`config.mk`:
```
export PLATFORM = sky130hd
export DESIGN_NAME = input_conditioner
export DESIGN_NICKNAME = d
export VERILOG_FILES = /design/src/rtl/input_cond_pkg.sv /design/src/rtl/btn_debounce_channel.sv /design/src/rtl/input_conditioner.sv
export SDC_FILE = /design/constraint.sdc
export NUM_CORES = 1
export LEC_CHECK = 0
export ABC_AREA = 1
export BUFFER_PORTS_ARGS = -buffer_cell sky130_fd_sc_hd__buf_4
export CORE_ASPECT_RATIO = 0.75
export CORE_UTILIZATION = 50
export CTS_CLUSTER_DIAMETER = 80
export DETAILED_ROUTE_END_ITERATION = 12
export PLACE_DENSITY = 0.74
export SYNTH_ARGS = -nofsm -noshare
export SYNTH_HDL_FRONTEND = slang
export SYNTH_SLANG_ARGS = --single-unit
```
`constraint.sdc`:
```
create_clock -name clk_pi -period 1.2 [get_ports clk_pi]
set_input_delay 0.12 -clock clk_pi [delete_from_list [all_inputs] [get_ports clk_pi]]
set_output_delay 0.12 -clock clk_pi [all_outputs]
set_load 0.01 [all_outputs]
```
`src/rtl/input_cond_pkg.sv`:
```
// Shared types and sizing helpers for the input conditioner.
// Latency: n/a (declarations only).
// Backpressure: n/a.
package input_cond_pkg;

   // Debounce states. Level is high in STABLE_HI and DEB_LO.
   typedef enum logic [1:0] {
      STABLE_LO = 2'd0,
      DEB_HI    = 2'd1,
      STABLE_HI = 2'd2,
      DEB_LO    = 2'd3
   } deb_state_t;

   // Bits needed to hold values 0..limit. Never less than 1.
   function automatic int cnt_width(input int limit);
      int w;
      w = $clog2(limit + 1);
      return (w < 1) ? 1 : w;
   endfunction

endpackage

```
`src/rtl/btn_debounce_channel.sv`:
```
// One button: 2-flop synchroniser, debounce FSM, press/release pulse registers.
// Latency: 2 clk sync + DEBOUNCE_TICKS sample ticks to an accepted edge.
// Backpressure: none; the raw input is sampled every clk. INPUT_COND_AUTOREPEAT_EN adds hold-to-repeat.
module btn_debounce_channel
   import input_cond_pkg::*;
#(
   parameter int DEBOUNCE_TICKS = 4,
   parameter int REPEAT_DELAY   = 32,
   parameter int REPEAT_PERIOD  = 8
) (
   input  logic clk,
   input  logic reset,
   input  logic sample_en,
   input  logic btn_raw,
   output logic level,
   output logic press_pulse,
   output logic release_pulse
);

   localparam int             CW       = cnt_width(DEBOUNCE_TICKS);
   localparam logic [CW-1:0]  CNT_LAST = CW'(DEBOUNCE_TICKS - 1);
   localparam logic [CW-1:0]  CNT_MAX  = CW'(DEBOUNCE_TICKS);

   logic          sync_meta;
   logic          s;
   deb_state_t    state, state_nxt;
   logic [CW-1:0] cnt, cnt_nxt;
   logic          press_nxt;
   logic          release_nxt;
   logic          repeat_hit;

   // Two-flop synchroniser, runs every clk regardless of the sample tick.
   always_ff @(posedge clk) begin
      if (reset) begin
         sync_meta <= 1'b0;
         s         <= 1'b0;
      end else begin
         sync_meta <= btn_raw;
         s         <= sync_meta;
      end
   end

   // State, counter and registered outputs; pulses self-clear every clk.
   always_ff @(posedge clk) begin
      if (reset) begin
         state         <= STABLE_LO;
         cnt           <= '0;
         level         <= 1'b0;
         press_pulse   <= 1'b0;
         release_pulse <= 1'b0;
      end else begin
         state         <= state_nxt;
         cnt           <= cnt_nxt;
         level         <= (state_nxt == STABLE_HI) || (state_nxt == DEB_LO);
         press_pulse   <= press_nxt | repeat_hit;
         release_pulse <= release_nxt;
      end
   end

   // Next-state logic; only moves on sample ticks. A glitch back to the
   // current stable level drops the count without any pulse.
   always_comb begin
      state_nxt   = state;
      cnt_nxt     = cnt;
      press_nxt   = 1'b0;
      release_nxt = 1'b0;
      if (sample_en) begin
         case (state)
            STABLE_LO: begin
               if (s) begin
                  if (DEBOUNCE_TICKS == 1) begin
                     state_nxt = STABLE_HI;
                     cnt_nxt   = '0;
                     press_nxt = 1'b1;
                  end else begin
                     state_nxt = DEB_HI;
                     cnt_nxt   = CW'(1);
                  end
               end
            end
            DEB_HI: begin
               if (!s) begin
                  state_nxt = STABLE_LO;
                  cnt_nxt   = '0;
               end else if (cnt == CNT_LAST) begin
                  state_nxt = STABLE_HI;
                  cnt_nxt   = '0;
                  press_nxt = 1'b1;
               end else if (cnt != CNT_MAX) begin
                  cnt_nxt = cnt + CW'(1);
               end
            end
            STABLE_HI: begin
               if (!s) begin
                  if (DEBOUNCE_TICKS == 1) begin
                     state_nxt   = STABLE_LO;
                     cnt_nxt     = '0;
                     release_nxt = 1'b1;
                  end else begin
                     state_nxt = DEB_LO;
                     cnt_nxt   = CW'(1);
                  end
               end
            end
            DEB_LO: begin
               if (s) begin
                  state_nxt = STABLE_HI;
                  cnt_nxt   = '0;
               end else if (cnt == CNT_LAST) begin
                  state_nxt   = STABLE_LO;
                  cnt_nxt     = '0;
                  release_nxt = 1'b1;
               end else if (cnt != CNT_MAX) begin
                  cnt_nxt = cnt + CW'(1);
               end
            end
            default: begin
               state_nxt = STABLE_LO;
               cnt_nxt   = '0;
            end
         endcase
      end
   end

`ifdef INPUT_COND_AUTOREPEAT_EN
   localparam int            HW          = cnt_width(REPEAT_DELAY);
   localparam logic [HW-1:0] HOLD_LAST   = HW'(REPEAT_DELAY - 1);
   localparam logic [HW-1:0] HOLD_RELOAD = HW'(REPEAT_DELAY - REPEAT_PERIOD);

   logic [HW-1:0] hold, hold_nxt;

   // Hold counter register.
   always_ff @(posedge clk) begin
      if (reset) begin
         hold <= '0;
      end else begin
         hold <= hold_nxt;
      end
   end

   // Counts ticks spent in STABLE_HI; reloading after a hit makes later
   // repeats come every REPEAT_PERIOD ticks. Any other state clears it.
   always_comb begin
      hold_nxt   = '0;
      repeat_hit = 1'b0;
      if (state == STABLE_HI) begin
         if (!sample_en) begin
            hold_nxt = hold;
         end else if (s) begin
            if (hold == HOLD_LAST) begin
               hold_nxt   = HOLD_RELOAD;
               repeat_hit = 1'b1;
            end else begin
               hold_nxt = hold + HW'(1);
            end
         end
      end
   end
`else
   logic unused_repeat_cfg;

   // Without auto-repeat there is exactly one press pulse per accepted press.
   assign repeat_hit        = 1'b0;
   assign unused_repeat_cfg = (REPEAT_DELAY > 0) && (REPEAT_PERIOD > 0);
`endif

endmodule

```
`src/rtl/input_conditioner.sv`:
```
// Board-pin front end: synchronised switches, debounced buttons with press/release pulses.
// Latency: switches 2 clk; buttons 2 clk + DEBOUNCE_TICKS sample ticks.
// Backpressure: none; optional auto-repeat via INPUT_COND_AUTOREPEAT_EN.
module input_conditioner
   import input_cond_pkg::*;
#(
   parameter int N_SW           = 8,
   parameter int N_BTN          = 4,
   parameter int DEBOUNCE_TICKS = 4,
   parameter int REPEAT_DELAY   = 32,
   parameter int REPEAT_PERIOD  = 8
) (
   input  logic             clk_pi,
   input  logic             reset_pi,
   input  logic             sample_en_pi,
   input  logic [N_SW-1:0]  sw_pi,
   input  logic [N_BTN-1:0] btn_pi,
   output logic [N_SW-1:0]  sw_po,
   output logic [N_BTN-1:0] btn_level_po,
   output logic [N_BTN-1:0] btn_press_po,
   output logic [N_BTN-1:0] btn_release_po
);

   logic [N_SW-1:0] sw_meta;

   // Switch synchroniser; the second stage drives sw_po directly.
   always_ff @(posedge clk_pi) begin
      if (reset_pi) begin
         sw_meta <= '0;
         sw_po   <= '0;
      end else begin
         sw_meta <= sw_pi;
         sw_po   <= sw_meta;
      end
   end

   // One independent debounce channel per button.
   for (genvar i = 0; i < N_BTN; i++) begin : g_btn
      btn_debounce_channel #(
         .DEBOUNCE_TICKS (DEBOUNCE_TICKS),
         .REPEAT_DELAY   (REPEAT_DELAY),
         .REPEAT_PERIOD  (REPEAT_PERIOD)
      ) u_chan (
         .clk           (clk_pi),
         .reset         (reset_pi),
         .sample_en     (sample_en_pi),
         .btn_raw       (btn_pi[i]),
         .level         (btn_level_po[i]),
         .press_pulse   (btn_press_po[i]),
         .release_pulse (btn_release_po[i])
      );
   end

endmodule

```
Word level (Yosys, flattened, before mapping):

Index checks and enable logic that the tools add are counted.

* bits in registers: 56
* output and inout port bits: 20
* input bits: 15
* logic and storage cells: 167

* reduce and logical (&&, ||, !) cells: 20
* muxes and demuxes: 64
* bitwise logic cells: 13
* add/subtract/negate cells: 4
* equality and inequality tests: 36

Operators by type and width (count)
* two-way mux 3 bit: 24
* two-way mux 2 bit: 28
* one-hot mux 3 bit (4 select lines): 4
* == test 2 bit, second input constant: 16
* one-hot mux 2 bit (4 select lines): 4
* OR reduction 4 bit: 8
* inverter 1 bit: 13
* adder 3 x 1 -> 3 bit, second input constant: 4
* == test 3 x 2 -> 1 bit, second input constant: 4
* inequality test 3 bit, second input constant: 4
* AND reduction 3 bit: 4
* == test 2 x 1 -> 1 bit, second input constant: 4
* logical NOT 2 bit: 4
* inequality test 2 x 1 -> 1 bit, second input constant: 4
* inequality test 2 bit, second input constant: 4
* logical OR 1 bit: 4
* two-way mux 1 bit: 4

Logic depth before layout (Yosys ltp):

Gate-level depths: netlist (run 1).

* depth after elaboration: 7
* depth in mapped cells: 8

Cells and area by module:

Synthesis (run 1) repeated with hierarchy kept, for this count alone.

* cells, all modules: 302
* area, all modules: 2356.0 sq um

Modules (own cells, without submodules)
* btn_debounce_channel: seq. area each 200.2 sq um, area each 470.5 sq um, times used 4, cells each 63
* input_conditioner: seq. area each 320.3 sq um, area each 474.2 sq um, times used 1, cells each 50

Least setup slack after synthesis (run 1):

No wires, ideal clock.

* kind: register to register
* start: reg g_btn[3].u_chan.cnt[0]
* end: reg g_btn[3].u_chan.level
* arrival time: 1058 ps
* clock period less this slack: 1183 ps
* path buffers: 0
* library setup time: 125 ps
* setup slack: 17 ps
* required time: 1075 ps
* stages on the path, launching flop included: 6
* path through: dfxtp_1 -> ha_1 -> ha_1 -> nand3_1 -> o21ai_0 -> a21oi_1

* longest elaborated chain between the ends: 7

RTL lines
* start: declaration: RTL line btn_debounce_channel.sv:27 `logic [CW-1:0] cnt, cnt_nxt;`
* start signal: assignment: RTL line btn_debounce_channel.sv:53 `cnt <= cnt_nxt;`
* == test 3 x 2 -> 1 bit *: RTL line btn_debounce_channel.sv:85, btn_debounce_channel.sv:109
* two-way mux 2 bit, on equally long branches: RTL line btn_debounce_channel.sv:109, btn_debounce_channel.sv:85
* two-way mux 2 bit, on equally long branches: RTL line btn_debounce_channel.sv:106, btn_debounce_channel.sv:82
* one-hot mux 2 bit (4 select lines) *: RTL line btn_debounce_channel.sv:68 `case (state)`
* two-way mux 2 bit *: RTL line btn_debounce_channel.sv:67 `if (sample_en) begin`
* == test 2 bit: RTL line btn_debounce_channel.sv:54 `level <= (state_nxt == STABLE_HI) || (state_nxt == DEB_LO);`
* logical OR 1 bit *: RTL line btn_debounce_channel.sv:54
* end signal: assignment: RTL line btn_debounce_channel.sv:54
* end: declaration: RTL line btn_debounce_channel.sv:15 `output logic level,`

Mark *: on every way between the ends. The rest lies on a longest branch, timed or not.
A chain may end at the register's enable or synchronous reset.

Worst setup path after layout (run 1):

* start: reg g_btn[2].u_chan.cnt[1]
* end: reg g_btn[2].u_chan.cnt[2]

* longest elaborated chain between the ends: 5

RTL lines
* start: declaration: RTL line btn_debounce_channel.sv:27
* start signal: assignment: RTL line btn_debounce_channel.sv:53
* adder 3 x 1 -> 3 bit or inequality test 3 bit (tied branches)
* two-way mux 3 bit: RTL line btn_debounce_channel.sv:89, btn_debounce_channel.sv:113
* two-way mux 3 bit *: RTL line btn_debounce_channel.sv:109 `end else if (cnt == CNT_LAST) begin`
* two-way mux 3 bit, on equally long branches: RTL line btn_debounce_channel.sv:106, btn_debounce_channel.sv:82
* one-hot mux 3 bit (4 select lines) *: RTL line btn_debounce_channel.sv:68

Marked as above.

==> results of run 1 <==
[repair_timing]
item	in CTS	in global routing
gates cloned	0	0
resized for setup	16	56
pin swaps	4	20
setup buffers	0	1
setup endpoints to repair	17	24
endpoints found under the hold margin	0	0
[per-layer routing]
layer	part of all wire	GRT usage	wire length, microns	up-vias
met2	0.49	0.352	2250	37
li1	-	-	-	991
met1	0.45	0.224	2090	888
met4	0.011	0.0663	49	0
met5	0	0	0	-
met3	0.046	0.0459	214	7
[sequential cells by signal (all words and copies together), names as in the netlist]
signal	flops
g_btn.u_chan.cnt	12
g_btn.u_chan.state	8
sw_meta	8
sw_po	8
g_btn.u_chan.level	4
g_btn.u_chan.press_pulse	4
g_btn.u_chan.release_pulse	4
g_btn.u_chan.s	4
g_btn.u_chan.sync_meta	4
[power groups by stage]
stage / combinational, mW / sequential, mW / clock, mW
after global placement: 0.268 / 1.99 / 0
after CTS: 0.283 / 1.95 / 1.32
after detailed placement: 0.277 / 1.99 / 0
final: 0.317 / 1.96 / 1.28
after global routing: 0.358 / 1.96 / 1.39
after floorplan: 0.174 / 1.99 / 0
[path summary, 6_finish.rpt]
kind | from | end | slack [ns]
max reg2reg | g_btn[2].u_chan.cnt[1] | g_btn[2].u_chan.cnt[2] | 0.01
max | g_btn[2].u_chan.cnt[1] | g_btn[2].u_chan.cnt[2] | 0.01
min reg2reg | g_btn[3].u_chan.sync_meta | g_btn[3].u_chan.s | 0.41
min | sw_pi[2] | sw_meta[2] | 0.01
[per-stage QoR]
stage | hold WS [ns] | std cells | utilization | cell area, sq um
final | 0.00953 | 397 | 0.664 | 2980
after global routing | 0.0108 | 397 | 0.664 | 2980
after CTS | 0.00476 | 396 | 0.618 | 2780
after detailed placement | 0.328 | 388 | 0.581 | 2610
after global placement | 0.319 | 388 | 0.581 | 2610
after floorplan | 0.227 | 309 | - | 2350
[kinds of logic (layout without fill, tap and decap cells)]
group           after synthesis  after routing
xor+xnor                      3              3
simple gates                123            123
buf+inv                      81            112
fa+ha+maj                    12             12
compound gates               34             34
flops                        56             56
[placed cells by master, fill, tap and decap left out, drive strengths merged]
| master | count |
|---|---|
| nand2 | 58 |
| nand4 | 5 |
| clkinv | 1 |
| o211ai | 1 |
| nor3 | 3 |
| dfxtp | 56 |
| a31oi | 1 |
| inv | 62 |
| nor2 | 41 |
| nand3 | 15 |
| nor4 | 1 |
| o21ai | 11 |
| ha | 12 |
| a21oi | 21 |
| buf | 42 |
| bufinv | 1 |
| clkbuf | 6 |
| xor2 | 3 |
[area by class of cell]
cell class              instances  area (sq um)  share of cell area
well taps                      57          71.3              0.0239
flip-flops and latches         56          1140               0.383
clock buffers                   6          82.6              0.0277
inverters                      62           240              0.0806
multi-input cells             172          1090               0.366
repair buffers                 42           315               0.106
clock inverters                 2          38.8              0.0130
[critical path: stages (launching register included)]
cell and delay [ns]:
dfxtp_4 0.37, ha_4 0.16, ha_4 0.26, inv_2 0.03
nor2_2 0.08, nor2_1 0.06, nand2_1 0.07, a21oi_2 0.05
==> impl_metrics.toml, run 1 <==
[yosys]
ys_async_sr_fraction = 0
synth_edf_count = 0
synthTopCellsByCount = "57 x inv_1, 56 x dfxtp_1, 56 x nand2_1"
yosysMostFrequentCell = "inv_1"
synth_adder_area_share = 0.0638
yosys.area_share.simple = 0.223
syn_nets = 336
synth.area.top_cells = "dfxtp_1 48%, inv_1 9.1%, nand2_1 8.9%"
yosysWarnings = 0
yosys.area.top_type = "dfxtp_1"
ys_ff_latch = 56
syn_inst = 309
synthMuxAreaShare = 0
ys_seq_area_frac = 0.477
synth_compound_area_frac = 0.0739
synth_top_family_by_area = "simple AND/OR/NAND/NOR gates"
yosysTopAreaCellShare = 0.477
synth_ff_type = "dfxtp_1"
synth_xor_area_frac = 0.0112
avgSynthCellArea_sq_um = 7.61
syn_area_sq_um = 2350
yosysUniqueCellTypes = 21

[timing]
tightestPinTransition_ns = 0.311
period_share = 0.991
setup_slack_ns = 0.0108
tns_ns = 0
setup_viol = 0
clock_skew_ns = 0.00922
finalHoldViolations = 0
drv_slew = 0
grt_setup_unrepaired = "true"
fmax_mhz = 841
fin_crit_ns = 1.19
timing.slew.headroom = 0.793

[floorplanning]
die_area_sq_um = 4990
die_h_microns = 61.4
rows = 21
initial_core_util = 0.524
ios = 35
die_x_microns = 81.2
core_sq_um = 4490

[worst_setup_path]
start_kind = "register"
crit_required_ns = 1.39
crit_type = "register to register"
endpoint_kind = "register"
critPathArrivalTime_ns = 1.38
crit_fanout = 3
rr_worst_depth = 7

[cts]
cts_buffer_depth = 2
cts.sinks = 56
cts-buffers-inserted = 5
clkLatencyLatePin_ns = 0.31
clk_pin_slew_worst_paths_ns = 0.09
htreeDepth = 2
cts_tree = "yes"
root_buffer = "clkbuf_8"
cts_hold_buf = 0

[run_status]
status = "completed"

[routing]
first_iter_violations = 67
viasPerCell = 4.84
vias = 1923
wl_per_cell_microns = 11.6
ant_nets = 0
routed_wl_microns = 4610
dr.pass1.iters = 4
post-route-drc-count = 0

[power_and_ir_drop]
combPwrFrac = 0.089
p_int_mw = 2.73
switching_share = 0.231
powerDensity_nw_per_um2 = 1190
total_leakage_power_nw = 1.34
ir_drop_v = 0.000926
power.total_mw = 3.55
seqPwrFrac = 0.550
p_clk_frac = 0.361
switchingPower_uw = 821

[global_routing]
antenna_found_initial = 0
grt_pass1_wl_microns = 7200
grt_max_degree = 31
grt_pass1_vias = 1760
track_usage = 0.192
gr-total-overflow = 0

[final_layout]
final_nets = 366
drive_gt1_frac = 0.341
fillerInstances = 347
antenna_cells = 0
area_delta_synth_final_pct = 26.8

[min_path]
hold_depth = 3
hp-class = "primary input to register"

[placed_design]
port_buffers = 34
place_ws_ns = -0.0541
post-dp-hpwl_microns = 3000
gp_congestion = 0.829

[job]
drv_cap = 0
No activity file was read; power rests on OpenSTA's default activity.
==> inputs of run 2 (changes only) <==
--- a/config.mk
+++ b/config.mk
@@ -5,13 +5,13 @@
 export SDC_FILE = /design/constraint.sdc
 export NUM_CORES = 1
 export LEC_CHECK = 0
-export ABC_AREA = 1
 export BUFFER_PORTS_ARGS = -buffer_cell sky130_fd_sc_hd__buf_4
 export CORE_ASPECT_RATIO = 0.75
+export CORE_MARGIN = 5
 export CORE_UTILIZATION = 50
 export CTS_CLUSTER_DIAMETER = 80
 export DETAILED_ROUTE_END_ITERATION = 12
-export PLACE_DENSITY = 0.74
+export PLACE_DENSITY = 0.75
 export SYNTH_ARGS = -nofsm -noshare
 export SYNTH_HDL_FRONTEND = slang
 export SYNTH_SLANG_ARGS = --single-unit
==> run 2 against run 1 <==
Effect of this change: the run now ends with negative setup slack left; worst hold slack gained 0.0098 ns; first-iteration DRC count shrank 37%; power shrank 11%; non-clock buffer count grew 26; setup slack lost 0.20 ns; final cell count shrank 14%; sequential share of layout area shrank 2.2 points; utilization grew 6.6 points; routed wire length grew 3.2%; synthesized area shrank 5.9%; largest cell class is now multi-input gates.
==> impl_metrics.toml, run 2 <==
[cts]
cts.sinks = 56
cts_tree = "yes"
cts-buffers-inserted = 5
root_buffer = "clkbuf_8"
cts_hold_buf = 0
clk_pin_slew_worst_paths_ns = 0.09
htreeDepth = 2
cts_buffer_depth = 2
clkLatencyLatePin_ns = 0.31

[global_routing]
antenna_found_initial = 0
grt_pass1_wl_microns = 6980
grt_pass1_vias = 1601
grt_max_degree = 27
gr-total-overflow = 0
track_usage = 0.154

[yosys]
synth_ff_type = "dfxtp_1"
ys_async_sr_fraction = 0
synth_compound_area_frac = 0.0859
synth_adder_area_share = 0.0678
yosysTopAreaCellShare = 0.507
yosysMostFrequentCell = "dfxtp_1"
syn_area_sq_um = 2210
synthMuxAreaShare = 0.0226
ys_ff_latch = 56
syn_inst = 229
synth_xor_area_frac = 0.0356
yosys.area.top_type = "dfxtp_1"
syn_nets = 256
yosysUniqueCellTypes = 32
synth.area.top_cells = "dfxtp_1 51%, ha_1 6.8%, nor2b_1 6.8%"
ys_seq_area_frac = 0.507
synth_edf_count = 0
yosys.area_share.simple = 0.202
synth_top_family_by_area = "simple AND/OR/NAND/NOR gates"
yosysWarnings = 0
synthTopCellsByCount = "56 x dfxtp_1, 24 x nor2b_1, 17 x nand2_1"
avgSynthCellArea_sq_um = 9.67

[run_status]
status = "finished, violations left"
violations = "negative setup slack"

[worst_setup_path]
r2r_setup_slack_ns = -0.19
max_stage_delay_ns = 0.42
critical_path.cell_chain = "ha_4 -> ha_4 -> or4_4 -> a21oi_2 -> a31o_2"
crit_required_ns = 1.45
r2r_start = "g_btn[0].u_chan.cnt[1]"
crit_type = "register to register"
endpoint_kind = "register"
slowest_stage = "or4_4"
regToRegEndpoint = "g_btn[0].u_chan.cnt[2]"
crit_fanout = 4
setup.worst_path.end = "g_btn[0].u_chan.cnt[2]"
crit_path_frequent_cell = "ha_4"
start_kind = "register"
rr_worst_depth = 5
critPathLaunch = "g_btn[0].u_chan.cnt[1]"
critPathArrivalTime_ns = 1.64

[routing]
wl_per_cell_microns = 13.9
viasPerCell = 4.99
post-route-drc-count = 0
dr.pass1.iters = 4
first_iter_violations = 42
vias = 1703
ant_nets = 0
routed_wl_microns = 4750

[final_layout]
top_register = "g_btn.u_chan.cnt"
final_common_cell = "buf_4"
final_nets = 311
final_cell_mix = "66 x buf_4, 43 x dfxtp_1, 24 x nor2b_1, 13 x nor2_1, 12 x nand2_1"
antenna_cells = 0
fin_cells = 341
drive_gt1_frac = 0.511
fillerInstances = 304
fin_util = 0.730
area_delta_synth_final_pct = 43.9
largest_reg_flops = 12

[timing]
grt_setup_unrepaired = "true"
drv_slew = 0
clock_skew_ns = 0.00556
period_share = 1.16
setup_slack_ns = -0.187
tns_ns = -0.871
fin_crit_ns = 1.39
tightestPinTransition_ns = 0.381
finalHoldViolations = 0
fmax_mhz = 721
setup_viol = 15
timing.slew.headroom = 0.746

[placed_design]
place_ws_ns = -0.152
port_buffers = 34
gp_congestion = 0.877
place_inst = 331
post-dp-hpwl_microns = 2980

[power_and_ir_drop]
powerDensity_nw_per_um2 = 995
total_leakage_power_nw = 1.24
ir_drop_v = 0.00101
power.total_mw = 3.17

[floorplanning]
die_h_microns = 67.6
core_sq_um = 4360
rows = 21
die_area_sq_um = 5870
initial_core_util = 0.507
ios = 35
die_x_microns = 86.8

[job]
drv_cap = 0

[min_path]
hp-class = "primary input to register"
==> run 2: changes by cell type after synthesis, moves of 5 or more <==
cell     previous run  this run
a21oi_1            21         9
inv_1              57        15
inv_2               5         0
mux2i_1             0         5
nand2_1            56        17
nor2_1             41        13
nor2b_1             0        24
nor4b_1             0         6
o21ai_1             8         0
xnor2_1             0         5
==> run 2: power by group <==
part	switching (mW)	total, mW	leakage [nW]	internal (mW)
Sequential	0.0268	1.92	0.465	1.90
Clock	0.572	0.968	0.0400	0.396
Combinational	0.132	0.278	0.732	0.146
Total	0.730	3.17	1.24	2.44
==> run 2: kinds of logic (layout without fill, tap and decap cells) <==
kind of cell	Yosys count	count (layout)
xor+xnor	9	9
compound gates	30	30
mux	5	5
buf+inv	35	90
simple gates	82	82
flops	56	56
fa+ha+maj	12	12
==> run 2: layer usage <==
| metal | wire, microns | track usage |
|---|---|---|
| met1 | 1940 | 0.181 |
| met2 | 2510 | 0.262 |
| met3 | 181 | 0.0439 |
| met4 | 121 | 0.0681 |
| met5 | 0 | 0 |
==> run 2: stage by stage <==
stage | cell area, sq um | hold WS, ns
finish | 3180 | 0.0193
global route | 3180 | 0.00339
CTS | 2910 | 0.00992
detailed placement | 2750 | 0.335
global placement | 2750 | 0.329
floorplan | 2310 | 0.248
==> run 2: final cells by class <==
type,instances,area [sq um],area share
clock buffers,5,68.8,0.0216
clock inverters,2,12.5,0.00393
inverters,15,58.8,0.0185
multi-input cells,138,1310,0.410
flip-flops and latches,56,1150,0.361
well taps,57,71.3,0.0224
repair buffers,68,518,0.163
==> run 2: worst max-delay path, delay by kind of cell (launching register included) <==
| kind | cells | cell delay [ns] |
|---|---|---|
| AND/OR/NAND/NOR | 1 | 0.42 |
| flip-flops | 1 | 0.35 |
| adder cells (fa/ha/maj) | 2 | 0.32 |
| AO/OA/AOI/OAI | 2 | 0.24 |
==> run 2: timing repair <==
action,in CTS,in global routing
pin swaps,8,28
buffers inserted,0,4
resized for setup,25,58
endpoints found under the setup margin,20,22
==> run 2: how the worst min path moves through the flow <==
stage | cells past startpoint | to | from | slack [ns]
after floorplan | 1 | g_btn[0].u_chan.sync_meta | btn_pi[0] | 0.25
after global placement | 2 | sw_meta[3] | sw_pi[3] | 0.33
after detailed placement | 2 | sw_meta[6] | sw_pi[6] | 0.33
after CTS | 2 | sw_meta[6] | sw_pi[6] | 0.01
after global routing | 2 | g_btn[2].u_chan.sync_meta | btn_pi[2] | 0.003
final | 2 | sw_meta[6] | sw_pi[6] | 0.02
==> inputs of run 3 (changes only) <==
--- a/config.mk
+++ b/config.mk
@@ -5,13 +5,13 @@
 export SDC_FILE = /design/constraint.sdc
 export NUM_CORES = 1
 export LEC_CHECK = 0
-export BUFFER_PORTS_ARGS = -buffer_cell sky130_fd_sc_hd__buf_4
 export CORE_ASPECT_RATIO = 0.75
 export CORE_MARGIN = 5
-export CORE_UTILIZATION = 50
+export CORE_UTILIZATION = 55
 export CTS_CLUSTER_DIAMETER = 80
 export DETAILED_ROUTE_END_ITERATION = 12
-export PLACE_DENSITY = 0.75
+export DONT_BUFFER_PORTS = 1
+export PLACE_DENSITY = 0.73
 export SYNTH_ARGS = -nofsm -noshare
 export SYNTH_HDL_FRONTEND = slang
 export SYNTH_SLANG_ARGS = --single-unit
==> run 3 against run 2 <==
Effect of this change: the run still ends with negative setup slack left; sequential share of layout area is 0.69 points higher; setup slack worse by 0.010 ns; global-route usage is 2.0 points higher; die area is 7.9% lower; clock power is 6% higher; first-iteration DRC count is 100% higher; clock skew is 0.0029 ns higher; maximum frequency is 0.72% lower; critical path type unchanged; critical endpoint is now g_btn[2].u_chan.cnt[2]; largest cell class unchanged.
==> impl_metrics.toml, run 3 (synthesized netlist as in run 2, its figures left out) <==
[worst_setup_path]
slowest_stage = "dfxtp_2"
crit_fanout = 4
crit_required_ns = 1.42
start_kind = "register"
endpoint_kind = "register"
crit_path_frequent_cell = "ha_4"
crit_type = "register to register"
critPathArrivalTime_ns = 1.62
critical_path.cell_chain = "ha_4 -> ha_4 -> and2b_2 -> a31oi_2 -> o32ai_2"
max_stage_delay_ns = 0.35

[final_layout]
fillerInstances = 232
final_nets = 297
largest_reg_flops = 12
area_delta_synth_final_pct = 40.2
final_common_cell = "dfxtp_1"
design_area_sq_um = 3100
drive_gt1_frac = 0.391
top_register = "g_btn.u_chan.cnt"
final_cell_mix = "45 x dfxtp_1, 29 x buf_4, 24 x nor2b_1, 18 x dlygate4sd3_1"
antenna_cells = 0

[routing]
dr.pass1.iters = 4
routed_wl_microns = 5020
first_iter_violations = 85
ant_nets = 0
wl_per_cell_microns = 15.4
vias = 1675
post-route-drc-count = 0
viasPerCell = 5.14

[cts]
clkLatencyLatePin_ns = 0.31
cts_tree = "yes"
htreeDepth = 2
cts.sinks = 56
root_buffer = "clkbuf_8"
cts-buffers-inserted = 5
clk_pin_slew_worst_paths_ns = 0.10
cts_buffer_depth = 2

[placed_design]
post-dp-hpwl_microns = 2500
gp_congestion = 0.776
place_ws_ns = -0.136
port_buffers = 0
post_dp_cell_area_sq_um = 2480

[floorplanning]
initial_core_util = 0.556
rows = 20
die_area_sq_um = 5410
ios = 35
die_x_microns = 83.3
die_h_microns = 64.9
core_sq_um = 3980

[timing]
fin_crit_ns = 1.40
holdWs_ns = 0.0364
drv_slew = 0
finalHoldViolations = 0
setup_viol = 17
timing.slew.headroom = 0.569
grt_setup_unrepaired = "true"
tightestPinTransition_ns = 0.647
tns_ns = -1.38
clock_skew_ns = 0.00846
setup_slack_ns = -0.197
fmax_mhz = 716
period_share = 1.16

[power_and_ir_drop]
ir_drop_v = 0.000639
total_leakage_power_nw = 1.17
power.total_mw = 3.21
powerDensity_nw_per_um2 = 1030

[global_routing]
track_usage = 0.173
grt_pass1_vias = 1623
antenna_found_initial = 0
grt_pass1_wl_microns = 7420
grt_max_degree = 44
gr-total-overflow = 0

[min_path]
hp-class = "primary input to register"

[job]
drv_cap = 0

[run_status]
violations = "negative setup slack"
status = "finished, violations left"
run 3: final timing paths:
kind | from | to | slack [ns] | cells after the start
setup reg to reg | g_btn[2].u_chan.cnt[0] | g_btn[2].u_chan.cnt[2] | -0.20 | 5
hold / removal | sample_en_pi | g_btn[3].u_chan.cnt[0] | 0.04 | 2
setup / recovery | g_btn[2].u_chan.cnt[0] | g_btn[2].u_chan.cnt[2] | -0.20 | 5
hold reg to reg | sw_meta[6] | sw_po[6] | 0.44 | 1
run 3: repair_timing:
item / 4_1_cts / 5_1_grt
endpoints found under the hold margin: 51 / 3
cloned: 0 / 0
pin swaps: 16 / 22
endpoints found under the setup margin: 20 / 27
hold buffers: 19 / 1
buffers inserted: 1 / 3
resized for setup: 22 / 52
run 3: critical path, delay by kind of cell, from the launching register on:
family / cells / cell delay (ns)
DFF: 1 / 0.35
adders and majority gates: 2 / 0.31
and+or+nand+nor: 1 / 0.25
AOI/OAI and AO/OA: 2 / 0.40
run 3: final cells by class:
cell class / instances / area [sq um] / area share
repair buffers: 54 / 487 / 0.157
flip-flops and latches: 56 / 1140 / 0.368
inverters: 15 / 61.3 / 0.0198
well taps: 55 / 68.8 / 0.0222
multi-input cells: 138 / 1260 / 0.405
clock buffers: 6 / 72.6 / 0.0234
clock inverters: 2 / 16.3 / 0.00524
run 3: where the power goes:
group	total [mW]	switching [mW]	internal [mW]
registers	1.93	0.0332	1.90
logic	0.251	0.114	0.137
clock network	1.03	0.610	0.417
total	3.21	0.757	2.46
run 3: routing by layer:
layer / wire length, microns / GRT usage / up-vias
li1: - / - / 831
met1: 2120 / 0.211 / 806
met2: 2650 / 0.296 / 31
met3: 194 / 0.0457 / 7
met4: 66 / 0.0673 / 0
met5: 0 / 0 / -
run 3: stage by stage:
stage | util | cells
after global routing | 0.780 | 326
after CTS | 0.717 | 322
after floorplan | - | 229
after detailed placement | 0.625 | 294
final | 0.780 | 326
after global placement | 0.625 | 294
